<file path="src/rtl/game_flow_ctrl.sv">
// Pong game sequencer: menu gating, 3-2-1 countdown, serves, scoring, game over.
// Define PAUSE_EN to add the PAUSED state driven by btn_pause.
module game_flow_ctrl #(
    parameter int DIGIT_FRAMES       = 60,
    parameter int SERVE_DELAY_FRAMES = 60,
    parameter int OVER_FRAMES        = 300,
    parameter int WIN_SCORE          = 7,
    parameter int SCORE_W            = 4
) (
    input  logic               clk_0,
    input  logic               rst,
    input  logic               frame_tick,
    input  logic               btn_up,
    input  logic               btn_down,
    input  logic               btn_start,
    input  logic               btn_pause,
    input  logic               mode_choice,
    input  logic               point_p1,
    input  logic               point_p2,
    output logic               menu_up,
    output logic               menu_down,
    output logic               show_menu,
    output logic               show_countdown,
    output logic [1:0]         countdown_digit,
    output logic               game_run,
    output logic               serve,
    output logic               serve_dir,
    output logic               mode,
    output logic [SCORE_W-1:0] score_p1,
    output logic [SCORE_W-1:0] score_p2,
    output logic               show_game_over,
    output logic               winner,
    output logic               paused
);
    typedef enum logic [2:0] {
        S_MENU,
        S_COUNTDOWN,
        S_PLAY,
        S_SERVE_WAIT,
        S_GAME_OVER
`ifdef PAUSE_EN
        , S_PAUSED
`endif
    } state_t;

    localparam logic [9:0]         CD_LAST = 10'(3*DIGIT_FRAMES - 1);
    localparam logic [9:0]         D1_END  = 10'(DIGIT_FRAMES);
    localparam logic [9:0]         D2_END  = 10'(2*DIGIT_FRAMES);
    localparam logic [9:0]         SW_LAST = 10'(SERVE_DELAY_FRAMES - 1);
    localparam logic [9:0]         GO_LAST = 10'(OVER_FRAMES - 1);
    localparam logic [SCORE_W-1:0] WIN     = SCORE_W'(WIN_SCORE);
    localparam int B_UP = 0;
    localparam int B_DN = 1;
    localparam int B_ST = 2;

`ifdef PAUSE_EN
    localparam int NB   = 4;
    localparam int B_PS = 3;
    logic [NB-1:0] btn_raw;
    assign btn_raw = {btn_pause, btn_start, btn_down, btn_up};
`else
    localparam int NB = 3;
    logic [NB-1:0] btn_raw;
    logic          unused_pause;
    assign btn_raw      = {btn_start, btn_down, btn_up};
    assign unused_pause = btn_pause;
`endif

    logic [NB-1:0] sync1_q, sync2_q, hist_q, edg;
    state_t        state_q, state_d, view;
    logic [9:0]    cnt_q, cnt_d;
    logic          keep_cnt;
    logic          mode_q, mode_d, winner_q, winner_d, dir_q, dir_d;
    logic          serve_q, serve_d, up_q, up_d, dn_q, dn_d;
    logic [SCORE_W-1:0] s1_q, s1_d, s2_q, s2_d;
`ifdef PAUSE_EN
    state_t        ret_q, ret_d;
`endif

    assign edg = sync2_q & ~hist_q;

    always_comb begin
        state_d  = state_q;
        cnt_d    = frame_tick ? cnt_q + 10'd1 : cnt_q;
        keep_cnt = 1'b0;
        mode_d   = mode_q;
        winner_d = winner_q;
        dir_d    = dir_q;
        s1_d     = s1_q;
        s2_d     = s2_q;
        serve_d  = 1'b0;
        up_d     = 1'b0;
        dn_d     = 1'b0;
`ifdef PAUSE_EN
        ret_d    = ret_q;
`endif
        case (state_q)
            S_MENU: begin
                if (edg[B_ST]) begin
                    mode_d  = mode_choice;
                    s1_d    = '0;
                    s2_d    = '0;
                    dir_d   = 1'b1;
                    state_d = S_COUNTDOWN;
                end else if (edg[B_UP]) begin
                    up_d = 1'b1;
                end else if (edg[B_DN]) begin
                    dn_d = 1'b1;
                end
            end
            S_COUNTDOWN: begin
                if (frame_tick && cnt_q == CD_LAST) begin
                    state_d = S_PLAY;
                    serve_d = 1'b1;
                end
            end
            S_PLAY: begin
                // p1 takes precedence when both players score in the same cycle
                if (point_p1) begin
                    dir_d = 1'b1;
                    s1_d  = (s1_q < WIN) ? s1_q + SCORE_W'(1) : s1_q;
                    if (s1_d == WIN) begin
                        winner_d = 1'b0;
                        state_d  = S_GAME_OVER;
                    end else begin
                        state_d = S_SERVE_WAIT;
                    end
                end else if (point_p2) begin
                    dir_d = 1'b0;
                    s2_d  = (s2_q < WIN) ? s2_q + SCORE_W'(1) : s2_q;
                    if (s2_d == WIN) begin
                        winner_d = 1'b1;
                        state_d  = S_GAME_OVER;
                    end else begin
                        state_d = S_SERVE_WAIT;
                    end
                end
            end
            S_SERVE_WAIT: begin
                if (frame_tick && cnt_q == SW_LAST) begin
                    state_d = S_PLAY;
                    serve_d = 1'b1;
                end
            end
            S_GAME_OVER: begin
                if (edg[B_ST] || (frame_tick && cnt_q == GO_LAST))
                    state_d = S_MENU;
            end
`ifdef PAUSE_EN
            S_PAUSED: begin
                cnt_d = cnt_q;
                if (edg[B_ST]) begin
                    state_d = S_MENU;
                    s1_d    = '0;
                    s2_d    = '0;
                end else if (edg[B_PS]) begin
                    state_d  = ret_q;
                    keep_cnt = 1'b1;
                end
            end
`endif
            default: state_d = S_MENU;
        endcase
`ifdef PAUSE_EN
        // Pause freezes everything, overriding any point or serve decided above
        if (edg[B_PS] && (state_q == S_PLAY || state_q == S_COUNTDOWN ||
                          state_q == S_SERVE_WAIT)) begin
            state_d  = S_PAUSED;
            ret_d    = state_q;
            cnt_d    = cnt_q;
            keep_cnt = 1'b1;
            serve_d  = 1'b0;
            s1_d     = s1_q;
            s2_d     = s2_q;
            dir_d    = dir_q;
            winner_d = winner_q;
        end
`endif
        if (state_d != state_q && !keep_cnt)
            cnt_d = '0;
    end

    always_ff @(posedge clk_0) begin
        if (rst) begin
            sync1_q  <= '0;
            sync2_q  <= '0;
            hist_q   <= '0;
            state_q  <= S_MENU;
            cnt_q    <= '0;
            mode_q   <= 1'b0;
            winner_q <= 1'b0;
            dir_q    <= 1'b0;
            s1_q     <= '0;
            s2_q     <= '0;
            serve_q  <= 1'b0;
            up_q     <= 1'b0;
            dn_q     <= 1'b0;
`ifdef PAUSE_EN
            ret_q    <= S_MENU;
`endif
        end else begin
            sync1_q  <= btn_raw;
            sync2_q  <= sync1_q;
            hist_q   <= sync2_q;
            state_q  <= state_d;
            cnt_q    <= cnt_d;
            mode_q   <= mode_d;
            winner_q <= winner_d;
            dir_q    <= dir_d;
            s1_q     <= s1_d;
            s2_q     <= s2_d;
            serve_q  <= serve_d;
            up_q     <= up_d;
            dn_q     <= dn_d;
`ifdef PAUSE_EN
            ret_q    <= ret_d;
`endif
        end
    end

`ifdef PAUSE_EN
    assign view   = (state_q == S_PAUSED) ? ret_q : state_q;
    assign paused = (state_q == S_PAUSED);
`else
    assign view   = state_q;
    assign paused = 1'b0;
`endif

    assign show_menu       = (view == S_MENU);
    assign show_countdown  = (view == S_COUNTDOWN);
    assign show_game_over  = (view == S_GAME_OVER);
    assign game_run        = (state_q == S_PLAY);
    assign countdown_digit = (view != S_COUNTDOWN || cnt_q < D1_END) ? 2'd3 :
                             (cnt_q < D2_END) ? 2'd2 : 2'd1;
    assign menu_up         = up_q;
    assign menu_down       = dn_q;
    assign serve           = serve_q;
    assign serve_dir       = dir_q;
    assign mode            = mode_q;
    assign winner          = winner_q;
    assign score_p1        = s1_q;
    assign score_p2        = s2_q;
endmodule

</file>
<file path="config.mk">
export PLATFORM = sky130hd
export DESIGN_NAME = game_flow_ctrl
export DESIGN_NICKNAME = d
export VERILOG_FILES = /design/src/rtl/game_flow_ctrl.sv
export SDC_FILE = /design/constraint.sdc
export NUM_CORES = 1
export LEC_CHECK = 0
export BUFFER_PORTS_ARGS = -buffer_cell sky130_fd_sc_hd__buf_2
export CAP_MARGIN = 25
export CORE_UTILIZATION = 25
export DETAILED_ROUTE_END_ITERATION = 7
export HOLD_SLACK_MARGIN = 0.1
export PLACE_DENSITY = 0.49
export SLEW_MARGIN = 20
export SYNTH_ARGS = -nofsm -noshare
export SYNTH_HDL_FRONTEND = slang
export SYNTH_SLANG_ARGS = --single-unit
</file>
<file path="constraint.sdc">
create_clock -name clk_0 -period 1.64 [get_ports clk_0]
set_clock_uncertainty 0.05 [all_clocks]
set_input_delay 0 -clock clk_0 [delete_from_list [all_inputs] [get_ports clk_0]]
set_output_delay 0 -clock clk_0 [all_outputs]
set_load 0.05 [all_outputs]
</file>
==> impl_metrics.csv, run 1 <==
group,metric,value,unit
run_status,outcome,"complete, no violations",
placement,pre_cts_slack,62.1,ps
cells_and_area,multi_input_area,0.00108,mm2
min_path,hold_depth,1,
cells_and_area,antenna_cells,0,
cells_and_area,n_fill_cell,698,
route,drtAntennaViolNets,0,
timing,timing.fmax,614,MHz
timing,finalSetupTns,0,ps
clock_tree,cts_max_level,2,
worst_setup_path,cp_num_buf_inv,1,
placement,dpl.hpwl,2760,um
timing,period_needed,1630,ps
yosys,synth-edff-count,0,
run,drv_cap,0,
worst_setup_path,crit_chain,"nand3_4, nor3b_2, a21oi_1, or4_4, buf_8",
worst_setup_path,worstPathRequired,1590,ps
worst_setup_path,slowest_stage,"or4_4",
placement,io_buffers,28,
yosys,synth_area_leaders,"dfxtp_1 41%, nor2b_1 4.3%, nor3_1 4.3%, xnor2_1 3.5%, nand2_1 3.4%",
worst_setup_path,rrSetupSlack,80,ps
timing,grt_setup_unrepaired,"yes",
grt,grt_usage,11.5,%
clock_tree,root_buffer,"clkbuf_8",
floorplan,fp.dieW,85.9,um
grt,antenna_found_initial,0,
worst_setup_path,worst-path-stages,5,
yosys,synth_seq_cells,36,
yosys,yosys_warnings,0,
timing,fin_crit_sh,99.3,%
floorplan,num_rows,30,
route,wl,4210,um
grt,grt-ovfl-total,0,
route,wl_per_cell,12.2,um
timing,worst_slack,12.1,ps
floorplan,initial_core_util,25.9,%
clock_tree,cts.reportedPaths.clkPinSlew,80,ps
cells_and_area,finalNonFillerCells,345,
route,drtPass1Iterations,4,
cells_and_area,nets,261,
yosys,synthArstFlopShare,0,%
worst_setup_path,ff2ff_path_depth,6,
worst_setup_path,startpoint_type,"flip-flop",
cells_and_area,syn_to_final_growth,46.0,%
yosys,synthesis.nets,199,
worst_setup_path,worstPathArrival,1580,ps
route,initialDrtViolationCount,68,
route,vias_per_cell,4.45,
min_path,min_path_type,"reg -> reg",
grt,grt_pass1_wl,6670,um
power,p_leak,0.994,nW
power,vdd.ir_drop.worst,0.338,mV
worst_setup_path,crit_fanout,5,
cells_and_area,drive_gt1_share,43.0,%
yosys,ys.flop_type,"dfxtp_1",
yosys,syn_area,0.00176,mm2
floorplan,core_area,0.00679,mm2
yosys,synth_cells,186,
yosys,yosysTopAreaCell,"dfxtp_1",
clock_tree,cts_tree,"done",
floorplan,die_y,85.9,um
placement,dp.cells,318,
yosys,synth_top_area_share,40.9,%
route,drc,0,
worst_setup_path,worst_path_largest_cell_delay,430,ps
timing,finalHoldViolCount,0,
cells_and_area,seqCellArea,751,um2
worst_setup_path,path_class,"reg -> out",
route,vias,1536,
placement,finalWeightedCongestion,0.753,
worst_setup_path,cpLargestDelayFamily,"simple AND/OR/NAND/NOR gates",
yosys,seq_area_frac_synth,40.9,%
yosys,syn_avg_cell_area,9.46,um2
clock_tree,cts_sinks,36,
yosys,yosysUniqueCellTypes,55,
clock_tree,clockBufferDepth,2,
grt,grt_pass1_vias,1382,
worst_setup_path,critPathCaptureType,"output port",
power,total_power,2.15,mW
timing,finalMaxSlewViolations,0,
clock_tree,cts_inserted_buffers,5,
floorplan,ios,31,
clock_tree,clk_latency,290,ps
timing,setup_viol,0,
grt,grt_max_degree,18,
floorplan,dieArea,0.00738,mm2
cells_and_area,fin_util,37.8,%
power,power_density,835,mW/mm2
-- Yosys cell counts (all sizes together) (2+ instances only) --
| library cell | number |
|---|---|
| nand2b | 2 |
| nand2 | 17 |
| a21oi | 9 |
| nor2 | 11 |
| dfxtp | 36 |
| ha | 3 |
| nor3 | 17 |
| mux2i | 2 |
| nand3 | 10 |
| and3 | 4 |
| clkbuf | 3 |
| o31ai | 2 |
| xor2 | 3 |
| a32oi | 2 |
| a31oi | 2 |
| nand4 | 6 |
| nor2b | 12 |
| xnor2 | 7 |
| and4bb | 2 |
| inv | 6 |
| a41oi | 2 |
| nor3b | 3 |
| o21ai | 3 |
| buf | 4 |
-- layout make-up --
cell class,instances,area share [%]
Tap cell,96,4.67
Multi-Input combinational cell,138,42.1
Sequential cell,36,29.2
Clock inverter,3,3.51
Clock buffer,5,2.68
Inverter,6,0.876
Timing Repair Buffer,61,16.9
-- repair_timing --
item | 4_1_cts | 5_1_grt
setup endpoints to repair | 1 | 10
hold buffers | 10 | 0
buffers inserted | 1 | 7
hold endpoints to repair | 16 | 0
pin swaps | 1 | 1
gates resized for setup | 16 | 14
gates cloned | 0 | 1
-- registers in the layout (all words and copies together) (netlist names) --
| name | count |
|---|---|
| mode | 1 |
| score_p1 | 4 |
| sync2_q | 3 |
| winner | 1 |
| menu_down | 1 |
| cnt_q | 10 |
| serve_dir | 1 |
| state_q | 3 |
| hist_q | 3 |
| score_p2 | 4 |
| menu_up | 1 |
| serve | 1 |
| sync1_q | 3 |
-- through the flow --
step	cell area, um2	hold slack [ps]
4_1_cts	2420	349
2_1_floorplan	1780	78.2
3_3_place_gp	2110	158
3_5_place_dp	2110	162
6_report	2570	345
5_1_grt	2570	356
-- worst paths after layout --
path | startpoint | end
worst max register to register | cnt_q[0] | cnt_q[5]
worst max-delay path | cnt_q[5] | countdown_digit[0]
worst min register to register | hist_q[1] | menu_down
worst min-delay path | hist_q[1] | menu_down
-- power by group --
group	internal (mW)	switching, mW	total, mW
logic	0.0674	0.0954	0.163
registers	0.882	0.00867	0.891
clock network	0.761	0.332	1.09
total	1.71	0.436	2.15
-- cells in the final DEF (no fill, tap or decap), types with 2 or more instances in the layout --
cell and instances:
bufinv_16 3, xnor2_1 7, dlygate4sd3_1 10, o31ai_2 2, nor2_1 9, dfxtp_4 6
a21oi_2 2, nand2_1 15, dfxtp_2 6, a32oi_1 2, nor3_1 9, nand4_4 3
nand4_1 3, nor3b_2 2, inv_1 5, dfxtp_1 24, nand3_1 8, a31oi_1 2
ha_1 2, nor3_2 7, nand3_4 2, nor2_2 2, buf_4 22, a41oi_1 2
nand2_2 2, xor2_1 3, and3_1 4, nor2b_1 12, a21oi_1 7, clkbuf_8 5
buf_2 27, o21ai_1 2, nand2b_1 2, mux2i_1 2
-- worst register-to-register path: cells and delay by family, from the launching register on --
family / cells / cell delay (ps)
adders and majority gates: 1 / 220
buffers and inverters: 1 / 150
DFF: 1 / 320
and+or+nand+nor: 4 / 750
-- cells by family after synthesis --
kind of cell / after synthesis / share of synthesized area [%]
AO/OA/AOI/OAI: 27 / 13.2
flip-flops: 36 / 40.9
AND/OR/NAND/NOR: 93 / 32.8
buffers and inverters: 13 / 3.70
adder cells (fa/ha/maj): 3 / 2.13
multiplexers: 3 / 1.99
other: 1 / 0.213
XOR/XNOR: 10 / 4.98
-- layer usage --
metal | track usage (%) | wire [um] | share of wire, % | vias up
met2 | 18.4 | 1970 | 47 | 18
met3 | 2.79 | 97 | 2.3 | 4
met4 | 4.09 | 53 | 1.3 | 0
met5 | 0 | 0 | 0 | -
met1 | 15.1 | 2090 | 50 | 720
li1 | - | - | - | 794
No activity file was read; power rests on OpenSTA's default activity.
==> inputs of run 2 (changes only) <==
--- a/config.mk
+++ b/config.mk
@@ -7,10 +7,13 @@
 export LEC_CHECK = 0
 export BUFFER_PORTS_ARGS = -buffer_cell sky130_fd_sc_hd__buf_2
 export CAP_MARGIN = 25
+export CELL_PAD_IN_SITES_DETAIL_PLACEMENT = 1
+export CELL_PAD_IN_SITES_GLOBAL_PLACEMENT = 2
 export CORE_UTILIZATION = 25
 export DETAILED_ROUTE_END_ITERATION = 7
 export HOLD_SLACK_MARGIN = 0.1
-export PLACE_DENSITY = 0.49
+export MAX_ROUTING_LAYER = met4
+export PLACE_DENSITY = 0.69
 export SLEW_MARGIN = 20
 export SYNTH_ARGS = -nofsm -noshare
 export SYNTH_HDL_FRONTEND = slang
==> run 2 against run 1 <==
  * Maximum frequency is 1.8% higher
  * Critical path type unchanged
  * Utilization decreased by 1.3 points
  * Clock power fell by 28%
  * Power fell by 14%
  * Setup slack better by 29 ps
  * Critical path depth unchanged
  * Via count increased by 3.7%
  * Routed wire length rose by 12%
  * Non-clock buffer count down 2
  * Highest routed layer unchanged
==> impl_metrics.csv, run 2 (synthesis gave the netlist of run 1 again) <==
group,metric,value,unit
placement,io_buffers,28,
timing,finalHoldViolCount,0,
cells_and_area,multi_input_area,0.00106,mm2
worst_setup_path,crit_fanout,5,
placement,postPlaceCellArea,0.00216,mm2
clock_tree,cts_inserted_buffers,5,
worst_setup_path,startpoint_type,"flip-flop",
floorplan,initial_core_util,25.9,%
cells_and_area,seqCellArea,746,um2
placement,dpl.hpwl,3250,um
timing,setup_viol,0,
timing,finalMaxSlewViolations,0,
cells_and_area,fin_util,36.5,%
power,power_density,742,mW/mm2
route,initialDrtViolationCount,33,
run,drv_cap,0,
route,wl_per_cell,13.7,um
timing,timing.fmax,625,MHz
clock_tree,clockBufferDepth,2,
grt,grt_pass1_wl,7510,um
worst_setup_path,r2r-end,"cnt_q[5]",
grt,antenna_found_initial,0,
cells_and_area,largest_register_ffs,10,
route,vias,1593,
timing,finalSetupTns,0,ps
timing,slew_headroom,63.1,%
cells_and_area,final_cell_mix,"27 x buf_2, 24 x dfxtp_1, 19 x buf_4, 16 x nand2_1, 12 x nor2b_1",
grt,grt-ovfl-total,0,
worst_setup_path,worstPathArrival,1550,ps
grt,grt_pass1_vias,1564,
placement,pre_cts_slack,42.3,ps
cells_and_area,mostFrequentLayoutCell,"buf_2",
clock_tree,cts.reportedPaths.clkPinSlew,80,ps
min_path,hold_depth,1,
min_path,min_path_type,"reg -> reg",
floorplan,die_y,85.9,um
timing,worst_slack,41.0,ps
power,switchingPower,0.436,mW
cells_and_area,drive_gt1_share,40.5,%
route,drtAntennaViolNets,0,
clock_tree,root_buffer,"clkbuf_8",
route,wl,4710,um
cells_and_area,final_area,0.00248,mm2
worst_setup_path,worstPathRequired,1590,ps
timing,fin_crit_sh,97.5,%
clock_tree,cts_max_level,2,
clock_tree,clk_latency,300,ps
min_path,min_from,"hist_q[1]",
clock_tree,cts_tree,"done",
floorplan,dieArea,0.00738,mm2
worst_setup_path,rr_startpoint,"cnt_q[1]",
timing,grt_setup_unrepaired,"yes",
floorplan,num_rows,30,
min_path,hold-path-endpoint,"menu_down",
power,p_int,1.40,mW
floorplan,ios,31,
cells_and_area,syn_to_final_growth,40.8,%
worst_setup_path,ff2ff_path_depth,6,
cells_and_area,nets,259,
timing,worstMarginPinSlew,550,ps
power,p_sw_share,23.7,%
power,p_clk_share,42.6,%
worst_setup_path,critPathCaptureType,"output port",
power,vdd.ir_drop.worst,0.393,mV
power,combPwrFrac,8.8,%
route,drtPass1Iterations,4,
timing,period_needed,1600,ps
worst_setup_path,path_class,"reg -> out",
power,pwr-share-seq,48.6,%
route,vias_per_cell,4.64,
floorplan,fp.dieW,85.9,um
grt,grt_usage,13.7,%
power,p_leak,0.965,nW
worst_setup_path,rrSetupSlack,70,ps
run_status,outcome,"complete, no violations",
placement,finalWeightedCongestion,0.779,
route,drc,0,
clock_tree,cts_sinks,36,
floorplan,core_area,0.00679,mm2
cells_and_area,n_fill_cell,779,
cells_and_area,antenna_cells,0,
cells_and_area,top_register,"cnt_q",
grt,grt_max_degree,21,
-- run 2: cell count changes in the layout (fill, tap and decap cells not counted), sizes merged --
cell / delta
buf: -2
bufinv: -2
clkbuf: +1
clkinv: +1
-- run 2: worst max-delay path, stage by stage, from the launching register on --
cell and delay, ps:
dfxtp_4 380, nand3_4 80, nor3b_2 150, a21oi_1 50, or4_1 420, buf_6 170
-- run 2: worst max-delay path by stage --
stage	start	slack, ps	endpoint
finish	cnt_q[5]	40	countdown_digit[0]
global route	cnt_q[5]	-10	countdown_digit[0]
CTS	cnt_q[5]	1	countdown_digit[0]
detailed placement	cnt_q[1]	40	cnt_q[4]
global placement	score_p1[1]	60	state_q[1]
floorplan	state_q[2]	-70	state_q[2]
-- run 2: metrics by stage --
stage / std cells / hold WS (ps) / total power [mW]
floorplan: 186 / 78.2 / 1.01
global placement: 323 / 160 / 1.06
detailed placement: 323 / 167 / 1.06
CTS: 342 / 367 / 1.86
global route: 343 / 373 / 1.91
finish: 343 / 362 / 1.84
-- run 2: layer usage --
metal	part of all wire [%]	track usage, %
met1	46	15.8
met3	2.4	3.46
met5	0	-
met2	50	23.1
met4	1.3	4.55
-- run 2: final cells by class --
cell class                 count  area share, %
inverter                       6          0.909
multi-input combinational    138           42.9
clock buffer                   6           2.93
timing repair buffer          59           17.0
tap                           96           4.85
sequential                    36           30.1
clock inverter                 2           1.41
-- run 2: power by group through the flow --
stage | sequential [mW] | clock, mW | combinational [mW]
after CTS | 0.897 | 0.805 | 0.159
after detailed placement | 0.918 | 0 | 0.140
after global placement | 0.917 | 0 | 0.138
final | 0.894 | 0.784 | 0.162
after floorplan | 0.930 | 0 | 0.0775
after global routing | 0.896 | 0.842 | 0.177
-- run 2: repair_timing --
item / 4_1_cts / 5_1_grt
cloned: 0 / 1
hold buffers: 10 / 0
endpoints found under the setup margin: 2 / 9
endpoints found under the hold margin: 15 / 0
pin swaps: 1 / 0
resized for setup: 10 / 14
buffers inserted: 1 / 0
==> inputs of run 3 (changes only) <==
--- a/config.mk
+++ b/config.mk
@@ -10,6 +10,7 @@
 export CELL_PAD_IN_SITES_DETAIL_PLACEMENT = 1
 export CELL_PAD_IN_SITES_GLOBAL_PLACEMENT = 2
 export CORE_UTILIZATION = 25
+export CTS_BUF_LIST = sky130_fd_sc_hd__clkbuf_16
 export DETAILED_ROUTE_END_ITERATION = 7
 export HOLD_SLACK_MARGIN = 0.1
 export MAX_ROUTING_LAYER = met4
==> run 3 against run 2 <==
  * Setup slack worse by 1.6 ps
  * Via count up 0.13%
  * First-iteration DRC count up 52%
  * Clock power up 36%
  * Die area unchanged
  * Sequential cell count unchanged
  * Final area up 1.5%
  * Utilization up 0.53 points
  * Sequential power about the same
  * Register-to-register slack worse by 20 ps
  * Critical endpoint unchanged
==> impl_metrics.csv, run 3 (synthesis gave the netlist of run 1 again) <==
group,metric,value,unit
run,drv_cap,0,
route,initialDrtViolationCount,50,
min_path,hold_depth,1,
grt,grt_usage,13.7,%
route,vias,1595,
cells_and_area,top_register,"cnt_q",
worst_setup_path,crit_chain,"buf_4, nor3b_2, a21oi_1, or4_1, buf_6",
cells_and_area,finalNonFillerCells,342,
clock_tree,cts_max_level,2,
worst_setup_path,worstPathArrival,1550,ps
route,wl,4740,um
route,routed-wl-met3,108,um
worst_setup_path,cpLargestDelayFamily,"simple AND/OR/NAND/NOR gates",
floorplan,fp.dieW,85.9,um
cells_and_area,antenna_cells,0,
grt,grt-ovfl-total,0,
timing,grt_setup_unrepaired,"yes",
timing,finalHoldViolCount,0,
placement,finalWeightedCongestion,0.779,
clock_tree,cts_inserted_buffers,5,
grt,antenna_found_initial,0,
power,power_density,844,mW/mm2
cells_and_area,syn_to_final_growth,42.9,%
cells_and_area,final_cell_mix,"27 x buf_2, 25 x dfxtp_1, 20 x buf_4, 16 x nand2_1, 12 x nor2b_1",
floorplan,die_y,85.9,um
run_status,outcome,"complete, no violations",
clock_tree,cts_sinks,36,
route,dr_wl_met2,2350,um
worst_setup_path,path_class,"reg -> out",
timing,setup_viol,0,
clock_tree,cts.reportedPaths.clkPinSlew,60,ps
power,p_clk_share,50.3,%
worst_setup_path,critPathCaptureType,"output port",
cells_and_area,final_area,0.00251,mm2
cells_and_area,nets,258,
cells_and_area,mostFrequentLayoutCell,"buf_2",
worst_setup_path,worst_path_largest_cell_delay,420,ps
min_path,min_path_type,"reg -> reg",
power,combPwrFrac,7.6,%
worst_setup_path,worstPathRequired,1590,ps
worst_setup_path,slowest_stage,"or4_1",
power,switchingPower,0.463,mW
cells_and_area,largest_register_ffs,10,
clock_tree,clockBufferDepth,2,
timing,period_needed,1600,ps
floorplan,dieArea,0.00738,mm2
floorplan,core_area,0.00679,mm2
worst_setup_path,worst-path-stages,5,
grt,grt_pass1_vias,1587,
power,p_leak,0.986,nW
floorplan,initial_core_util,25.9,%
timing,slew_headroom,63.2,%
power,pwr-share-seq,42.2,%
cells_and_area,drive_gt1_share,40.2,%
worst_setup_path,cp_num_buf_inv,2,
worst_setup_path,ff2ff_path_depth,6,
timing,finalSetupTns,0,ps
cells_and_area,multi_input_area,0.00106,mm2
floorplan,num_rows,30,
placement,dp.cells,323,
placement,postPlaceCellArea,0.00216,mm2
grt,grt_pass1_wl,7580,um
clock_tree,root_buffer,"clkbuf_16",
placement,dpl.hpwl,3250,um
route,vias_per_cell,4.66,
timing,finalMaxSlewViolations,0,
cells_and_area,seqCellArea,744,um2
timing,fin_crit_sh,97.6,%
route,drtPass1Iterations,4,
floorplan,ios,31,
power,p_sw_share,21.8,%
route,drc,0,
clock_tree,cts_tree,"done",
route,wl_met1,2210,um
worst_setup_path,startpoint_type,"flip-flop",
worst_setup_path,crit_fanout,5,
route,drtAntennaViolNets,0,
power,p_int,1.66,mW
clock_tree,clk_latency,280,ps
route,routed.top_layer,"met4",
placement,io_buffers,28,
cells_and_area,n_fill_cell,770,
route,wl_per_cell,13.9,um
timing,timing.fmax,625,MHz
timing,worstMarginPinSlew,549,ps
grt,grt_max_degree,21,
power,vdd.ir_drop.worst,0.497,mV
run 3: final cells by class:
| cell class | count | area share (%) |
|---|---|---|
| clock inverter | 3 | 1.54 |
| clock buffer | 5 | 4.98 |
| inverter | 6 | 0.896 |
| multi-input combinational | 138 | 42.0 |
| timing repair buffer | 58 | 16.2 |
| sequential | 36 | 29.6 |
| tap | 96 | 4.78 |
run 3: power groups by stage:
| stage | Sequential (mW) | Clock, mW | Combinational, mW |
|---|---|---|---|
| floorplan | 0.930 | 0 | 0.0775 |
| global placement | 0.917 | 0 | 0.138 |
| detailed placement | 0.918 | 0 | 0.140 |
| CTS | 0.899 | 1.10 | 0.158 |
| global route | 0.897 | 1.13 | 0.175 |
| finish | 0.896 | 1.07 | 0.160 |
run 3: worst reg2reg max path: cells and delay by family, from the launching register on:
family	cells	cell delay [ps]
buffers and inverters	1	140
flip-flops	1	330
AND/OR/NAND/NOR	4	800
adder cells (fa/ha/maj)	1	200
run 3: repair_timing:
action                                 4_1_cts  5_1_grt
setup endpoints to repair                    2       10
pin swaps                                    1        0
setup buffers                                1        0
endpoints found under the hold margin       11        0
gates resized for setup                      9       12
gates cloned                                 0        1
hold buffers                                 9        0
run 3: per-layer routing:
metal / vias to the layer above / global-route usage, %
li1: 789 / -
met2: 21 / 23.4
met1: 779 / 15.9
met3: 6 / 3.18
met5: - / -
met4: 0 / 4.55
run 3: through the flow:
| stage | power (mW) | hold WS, ps | utilization [%] | setup WS (ps) |
|---|---|---|---|---|
| 2_1_floorplan | 1.01 | 78.2 | - | -70.7 |
| 3_3_place_gp | 1.06 | 160 | 31.9 | 62.7 |
| 3_5_place_dp | 1.06 | 167 | 31.9 | 42.3 |
| 4_1_cts | 2.15 | 363 | 36.1 | 4.49 |
| 5_1_grt | 2.21 | 369 | 37.0 | -11.0 |
| 6_report | 2.12 | 359 | 37.0 | 39.4 |
run 3: path summary, 6_finish.rpt:
check / from / endpoint / slack, ps
max: cnt_q[6] / countdown_digit[0] / 40
min: hist_q[1] / menu_down / 360
max reg2reg: cnt_q[1] / cnt_q[4] / 50
min reg2reg: hist_q[1] / menu_down / 360
